--- src/rtl/serial_ripple_subtractor.sv ---
// Bit-serial subtractor: d = a - b, LSB first, through one full-subtractor cell
// and a borrow flop, with valid/ready handshakes on the operand and result sides.
module serial_ripple_subtractor #(
  parameter int NB = 7
) (
  input  logic          clk,
  input  logic          rst_n,
  input  logic          start_valid,
  output logic          start_ready,
  input  logic [NB-1:0] a,
  input  logic [NB-1:0] b,
  output logic          done_valid,
  input  logic          done_ready,
  output logic [NB-1:0] d,
  output logic          bout,
  output logic          busy
);

  localparam int CW = (NB > 1) ? $clog2(NB) : 1;

  typedef enum logic [1:0] {
    IDLE  = 2'd0,
    SHIFT = 2'd1,
    DONE  = 2'd2
  } state_t;

  state_t          state_q, state_d;
  logic [NB-1:0]   a_sh_q, a_sh_d;
  logic [NB-1:0]   b_sh_q, b_sh_d;
  logic [NB-1:0]   d_q, d_d;
  logic            bout_q, bout_d;
  logic            borrow_q, borrow_d;
  logic [CW-1:0]   cnt_q, cnt_d;

  logic            x_bit, y_bit, diff_bit, borrow_next;
  logic            last_bit;

  // Full-subtractor cell working on the current LSBs of the operand shift registers.
  always_comb begin
    x_bit       = a_sh_q[0];
    y_bit       = b_sh_q[0];
    diff_bit    = x_bit ^ y_bit ^ borrow_q;
    borrow_next = (~x_bit & y_bit) | (~x_bit & borrow_q) | (y_bit & borrow_q);
    last_bit    = (cnt_q == CW'(NB - 1));
  end

  always_comb begin
    state_d  = state_q;
    a_sh_d   = a_sh_q;
    b_sh_d   = b_sh_q;
    d_d      = d_q;
    bout_d   = bout_q;
    borrow_d = borrow_q;
    cnt_d    = cnt_q;

    unique case (state_q)
      IDLE: begin
        if (start_valid) begin
          a_sh_d   = a;
          b_sh_d   = b;
          borrow_d = 1'b0;
          cnt_d    = '0;
          state_d  = SHIFT;
        end
      end

      SHIFT: begin
        d_d      = {diff_bit, d_q[NB-1:1]};
        a_sh_d   = a_sh_q >> 1;
        b_sh_d   = b_sh_q >> 1;
        borrow_d = borrow_next;
        // Counter is held on the final bit so it never wraps when NB is a power of two.
        if (last_bit) begin
          bout_d  = borrow_next;
          state_d = DONE;
        end else begin
          cnt_d = cnt_q + CW'(1);
        end
      end

      DONE: begin
        if (done_ready) begin
          state_d = IDLE;
        end
      end

      default: begin
        state_d = IDLE;
      end
    endcase
  end

  always_ff @(posedge clk or negedge rst_n) begin
    if (!rst_n) begin
      state_q  <= IDLE;
      a_sh_q   <= '0;
      b_sh_q   <= '0;
      d_q      <= '0;
      bout_q   <= 1'b0;
      borrow_q <= 1'b0;
      cnt_q    <= '0;
    end else begin
      state_q  <= state_d;
      a_sh_q   <= a_sh_d;
      b_sh_q   <= b_sh_d;
      d_q      <= d_d;
      bout_q   <= bout_d;
      borrow_q <= borrow_d;
      cnt_q    <= cnt_d;
    end
  end

  assign start_ready = (state_q == IDLE);
  assign done_valid  = (state_q == DONE);
  assign busy        = (state_q != IDLE);
  assign d           = d_q;
  assign bout        = bout_q;

endmodule
--- config.mk ---
export PLATFORM = sky130hd
export DESIGN_NAME = serial_ripple_subtractor
export DESIGN_NICKNAME = d
export VERILOG_FILES = /design/src/rtl/serial_ripple_subtractor.sv
export SDC_FILE = /design/constraint.sdc
export NUM_CORES = 1
export LEC_CHECK = 0
export ABC_AREA = 1
export CAP_MARGIN = 10
export CORE_ASPECT_RATIO = 0.5
export CORE_MARGIN = 4
export CORE_UTILIZATION = 45
export CTS_CLUSTER_DIAMETER = 60
export CTS_CLUSTER_SIZE = 30
export DETAILED_ROUTE_END_ITERATION = 10
export GPL_TIMING_DRIVEN = 0
export MAX_ROUTING_LAYER = met4
export PLACE_DENSITY = 0.72
export SYNTH_ARGS = -nofsm -noshare
export SYNTH_HDL_FRONTEND = slang
export SYNTH_SLANG_ARGS = --single-unit
--- constraint.sdc ---
create_clock -name clk -period 2.9 [get_ports clk]
set_input_delay 0.58 -clock clk [delete_from_list [all_inputs] [get_ports clk]]
set_output_delay 0.58 -clock clk [all_outputs]
set_load 0.05 [all_outputs]
==> Word level (Yosys, flattened, before mapping) <==
Cells that the tools add are included.
{ "totals": {"register_bits": 28, "latchBits": 0, "ram_bits": 0, "mem_bits_ro": 0, "mem_count": 0} }
{ "op_classes": {"add_sub_neg": 1, "multipliers": 0, "div": 0, "n_lt_le_gt_ge": 0, "eq_ne": 7, "shifts": 0, "n_mux": 13, "n_bitwise": 8, "n_reduce_logical": 7} }
{ "ops": {"columns": ["operator", "count"], "rows": [
  ["case mux 7 bit (2 select lines)", 2],
  ["two-way mux 7 bit", 2],
  ["two-way mux 2 bit", 3],
  ["two-way mux 3 bit", 2],
  ["inequality test 2 bit (second input constant)", 3],
  ["case mux 2 bit (3 select lines)", 1],
  ["case mux 3 bit (2 select lines)", 1],
  ["AND reduction 3 bit", 2],
  ["AND reduction 2 bit", 2],
  ["nonzero test 2 bit", 2],
  ["adder 3 x 1 -> 3 bit (second input constant)", 1],
  ["bitwise AND 1 bit", 3],
  ["== test 3 bit (second input constant)", 1],
  ["== test 2 x 1 -> 1 bit (second input constant)", 1],
  ["== test 2 bit (second input constant)", 1],
  ["logical NOT 2 bit", 1],
  ["inequality test 2 x 1 -> 1 bit (second input constant)", 1],
  ["OR 1 bit", 2],
  ["case mux 1 bit (2 select lines)", 1],
  ["XOR 1 bit", 2],
  ["two-way mux 1 bit", 1],
  ["inverter 1 bit", 1]
]} }

==> Depth between registers and ports, before layout <==
{ "logic_depth": {"word_depth": 5, "mapped_depth": 7, "mapped_depth_nobuf": 7} }

==> Least setup slack after synthesis <==
Ideal clock, no wire load.
{ "synth_timing": {"kind": "reg2out", "startpoint": "register state_q[0]", "endpoint": "output port busy", "arrival_ns": 1.748, "required_time_ns": 2.320, "slack_ns": 0.572, "path_stages_with_launch": 3, "path_buffers": 0, "cell_sequence": "dfrtp_1 > nor2_1 > inv_1"} }
{ "synth_via": {"elab_chain_len": 1} }
{ "synth_rtl": {"columns": ["item", "line", "rtl"], "rows": [
  ["start: declaration", "27", "state_t state_q, state_d;"],
  ["start signal: assignment", "103", "state_q <= state_d;"],
  ["nonzero test 2 bit", "115", "assign busy = (state_q != IDLE);"],
  ["end: declaration", "16", "output logic busy"]
]} }
Every way passes these cells.

==> Worst setup path in the final report <==
{ "layout_timing": {"startpoint": "register state_q[0]", "endpoint": "output port start_ready"} }
{ "layout_via": {"elab_chain_len": 1} }
{ "layout_rtl": {"columns": ["item", "line", "rtl"], "rows": [
  ["logical NOT 2 bit", "113", "assign start_ready = (state_q == IDLE);"],
  ["end: declaration", "9", "output logic start_ready,"]
]} }
Every way passes these cells.

==> metrics.cfg <==
[placement]
dp_cells=238
dpl_cell_area_sq_mm=0.001672
gp_congestion=0.7915
portBuffers=28
dp_hpwl_um=1977

[yosys]
synth_cell_types=19
synth_warnings=0
ys_seq_elements=28
syn_nets=193
synth_cells=172
syn_area_sq_mm=0.001330
avgSynthCellArea_sq_um=7.733
ys_seq_area_share_pct=52.68

[timing]
tightestPinTransition_ns=0.8328
maxSlewHeadroom_pct=44.30
period_share_pct=86.32
fin_skew_ns=0.01230
rsz0062_at_grt=false
final.setup.tns_ns=0
maxSlewViolCount=0
timing.final.crit_period_ns=2.503
finalSetupViolations=0
finalHoldViolations=0
fmax_ghz=0.3995

[clock_tree]
cts_sinks=28
cts_hold_buf=0
post-cts-setup-buffers=0
path_clk_slew_ns=0.10
cts_tree=built
cts_root_buf=clkbuf_8
cts-buffers-inserted=3
clk_latency_ns=0.28
cts_buffer_depth=2
ctsResizeCount=0
htreeDepth=1

[setup_path]
crit_fanout=7
arrival_ns=1.92
worstSetupPathType=flip-flop to output port
critPathCaptureType=output port
path_cells=nor2_1, clkdlybuf4s50_1
r2r-start=state_q[0]
cpLargestDelayFamily=buffers and inverters
slowest_delay_ns=0.87
cp_num_buf_inv=1
reg2regPathDepth=5
r2r-end=b_sh_q[2]
cp_slowest_cell=clkdlybuf4s50_1
r2r_setup_slack_ns=1.58
cp-start-kind=flip-flop
cp_data_required_time_ns=2.32

[grt]
grt.overflow.total=0
grt_util_met2_pct=26.44
grt_max_degree=19
grt_pass1_wl_um=4581
grtUsageMet1_pct=19.20
busiest_layer=met2
grt_util_all_layers_pct=15.61
antenna_found_initial=0
grt_pass1_vias=1012
met3_usage_pct=4.643

[cells_and_area]
multi_input_area_sq_um=546.8
fillers=235
drive_above_1_share_pct=8.780
syn2layout_area_growth_pct=31.04
diodes=0
utilization_pct=64.55
layout.area.seq_sq_um=700.7
layout.nets=227
final_area_sq_mm=0.001743
instances_no_fill=242

[detailed_routing]
dr.pass1.iters=4
post_drt_wl_per_cell_um=10.85
drc=0
drtIter0Drc=58
viasPerCell=4.562
drt_wl_total_um=2625
route.vias.total=1104
drtAntennaViolNets=0

[min_path]
hp-class=flip-flop to flip-flop
min_from=a_sh_q[4]
hold_path_depth=2
min_to=a_sh_q[4]

[status]
status=finished clean

[die]
core-area_sq_mm=0.002700
fp.dieArea_sq_mm=0.003942
fp.dieH_um=46.44
num_rows=13
chipWidth_um=84.89
ios=29
initial_core_util_pct=49.26

[flow_run]
cap_violations=0

[power]
vdd_drop_max_v=0.0005758
p_total_uw=1983
p_leak_uw=0.0009210
powerDensity_mw_per_mm2=1138

[worst register-to-register path, delay by kind of cell (launching register included)]
family	cells	cell delay, ns
DFF	1	0.47
AOI/OAI and AO/OA	1	0.34
buffers and inverters	2	0.27
and+or+nand+nor	2	0.14
[flip-flops by register name (all words and copies together), names as in the netlist]
name and count:
a_sh_q 7, b_sh_q 7, d 7, cnt_q 3, state_q 2, borrow_q 1, bout 1
[Yosys cell counts]
library cell	count	share of area, %
nand2_4	1	0.85
inv_1	9	2.5
o31ai_1	1	0.56
nor2_1	3	0.85
nand2_2	2	0.94
dfrtp_1	28	53
nor2_2	1	0.47
buf_2	3	1.1
o21ai_1	1	0.38
o21ai_0	5	1.9
nand3_1	5	1.9
ha_1	2	1.9
o21ai_2	1	0.66
fa_1	1	1.5
buf_4	3	1.7
clkinv_1	1	0.28
nand4_1	1	0.47
inv_2	2	0.56
nand2_1	102	29
[worst max path at each step]
stage               slack (ns)     endpoint  startpoint  cells past startpoint
CTS                       0.37  start_ready  state_q[0]                      2
global placement          0.70  start_ready  state_q[0]                      2
floorplan                 0.57         busy  state_q[0]                      2
finish                    0.40  start_ready  state_q[0]                      2
detailed placement        0.68  start_ready  state_q[0]                      2
global route              0.27  start_ready  state_q[0]                      2
[per-stage QoR]
| stage | worst slack (ns) | hold WS (ns) |
|---|---|---|
| after floorplan | 0.5716 | 0.2844 |
| after global placement | 0.7044 | 0.4566 |
| after detailed placement | 0.6841 | 0.4696 |
| after CTS | 0.3732 | 0.4942 |
| after global routing | 0.2737 | 0.5202 |
| final | 0.3968 | 0.4908 |
[cells by family after synthesis]
family | count (synthesis) | synth area share (%)
AOI/OAI and AO/OA | 8 | 3.480
adders and majority gates | 3 | 3.386
buffers and inverters | 18 | 6.208
DFF | 28 | 52.68
and+or+nand+nor | 115 | 34.24
[power by group]
group	total, uW	internal, uW	leakage (uW)	switching (uW)
logic	1010	352	0.000530	654
registers	667	558	0.000355	109
clock network	309	185	0.0000357	124
[per-layer routing]
metal	routed length, um	part of all wire (%)	vias up
li1	-	-	586
met1	1305	50	501
met3	99	3.8	2
met5	0	0	-
met2	1205	46	15
met4	14	0.53	0
[area by class of cell]
class / instances / share of cell area (%)
tap: 37 / 2.656
timing repair buffer: 29 / 16.94
inverter: 12 / 2.584
clock inverter: 1 / 1.723
sequential: 28 / 40.20
buffer: 6 / 2.154
clock buffer: 3 / 2.369
multi-input combinational: 126 / 31.37
[cell usage in the layout (no fill, tap or decap), types with 2 or more instances in the layout]
cell               n
inv_2              2
buf_4              3
inv_1              9
clkbuf_8           3
clkdlybuf4s50_1   28
dfrtp_1           28
nand2_1          102
buf_2              3
nand2_2            2
ha_1               2
o21ai_0            5
nor2_1             3
nand3_1            5
No activity file was read; power rests on OpenSTA's default activity.
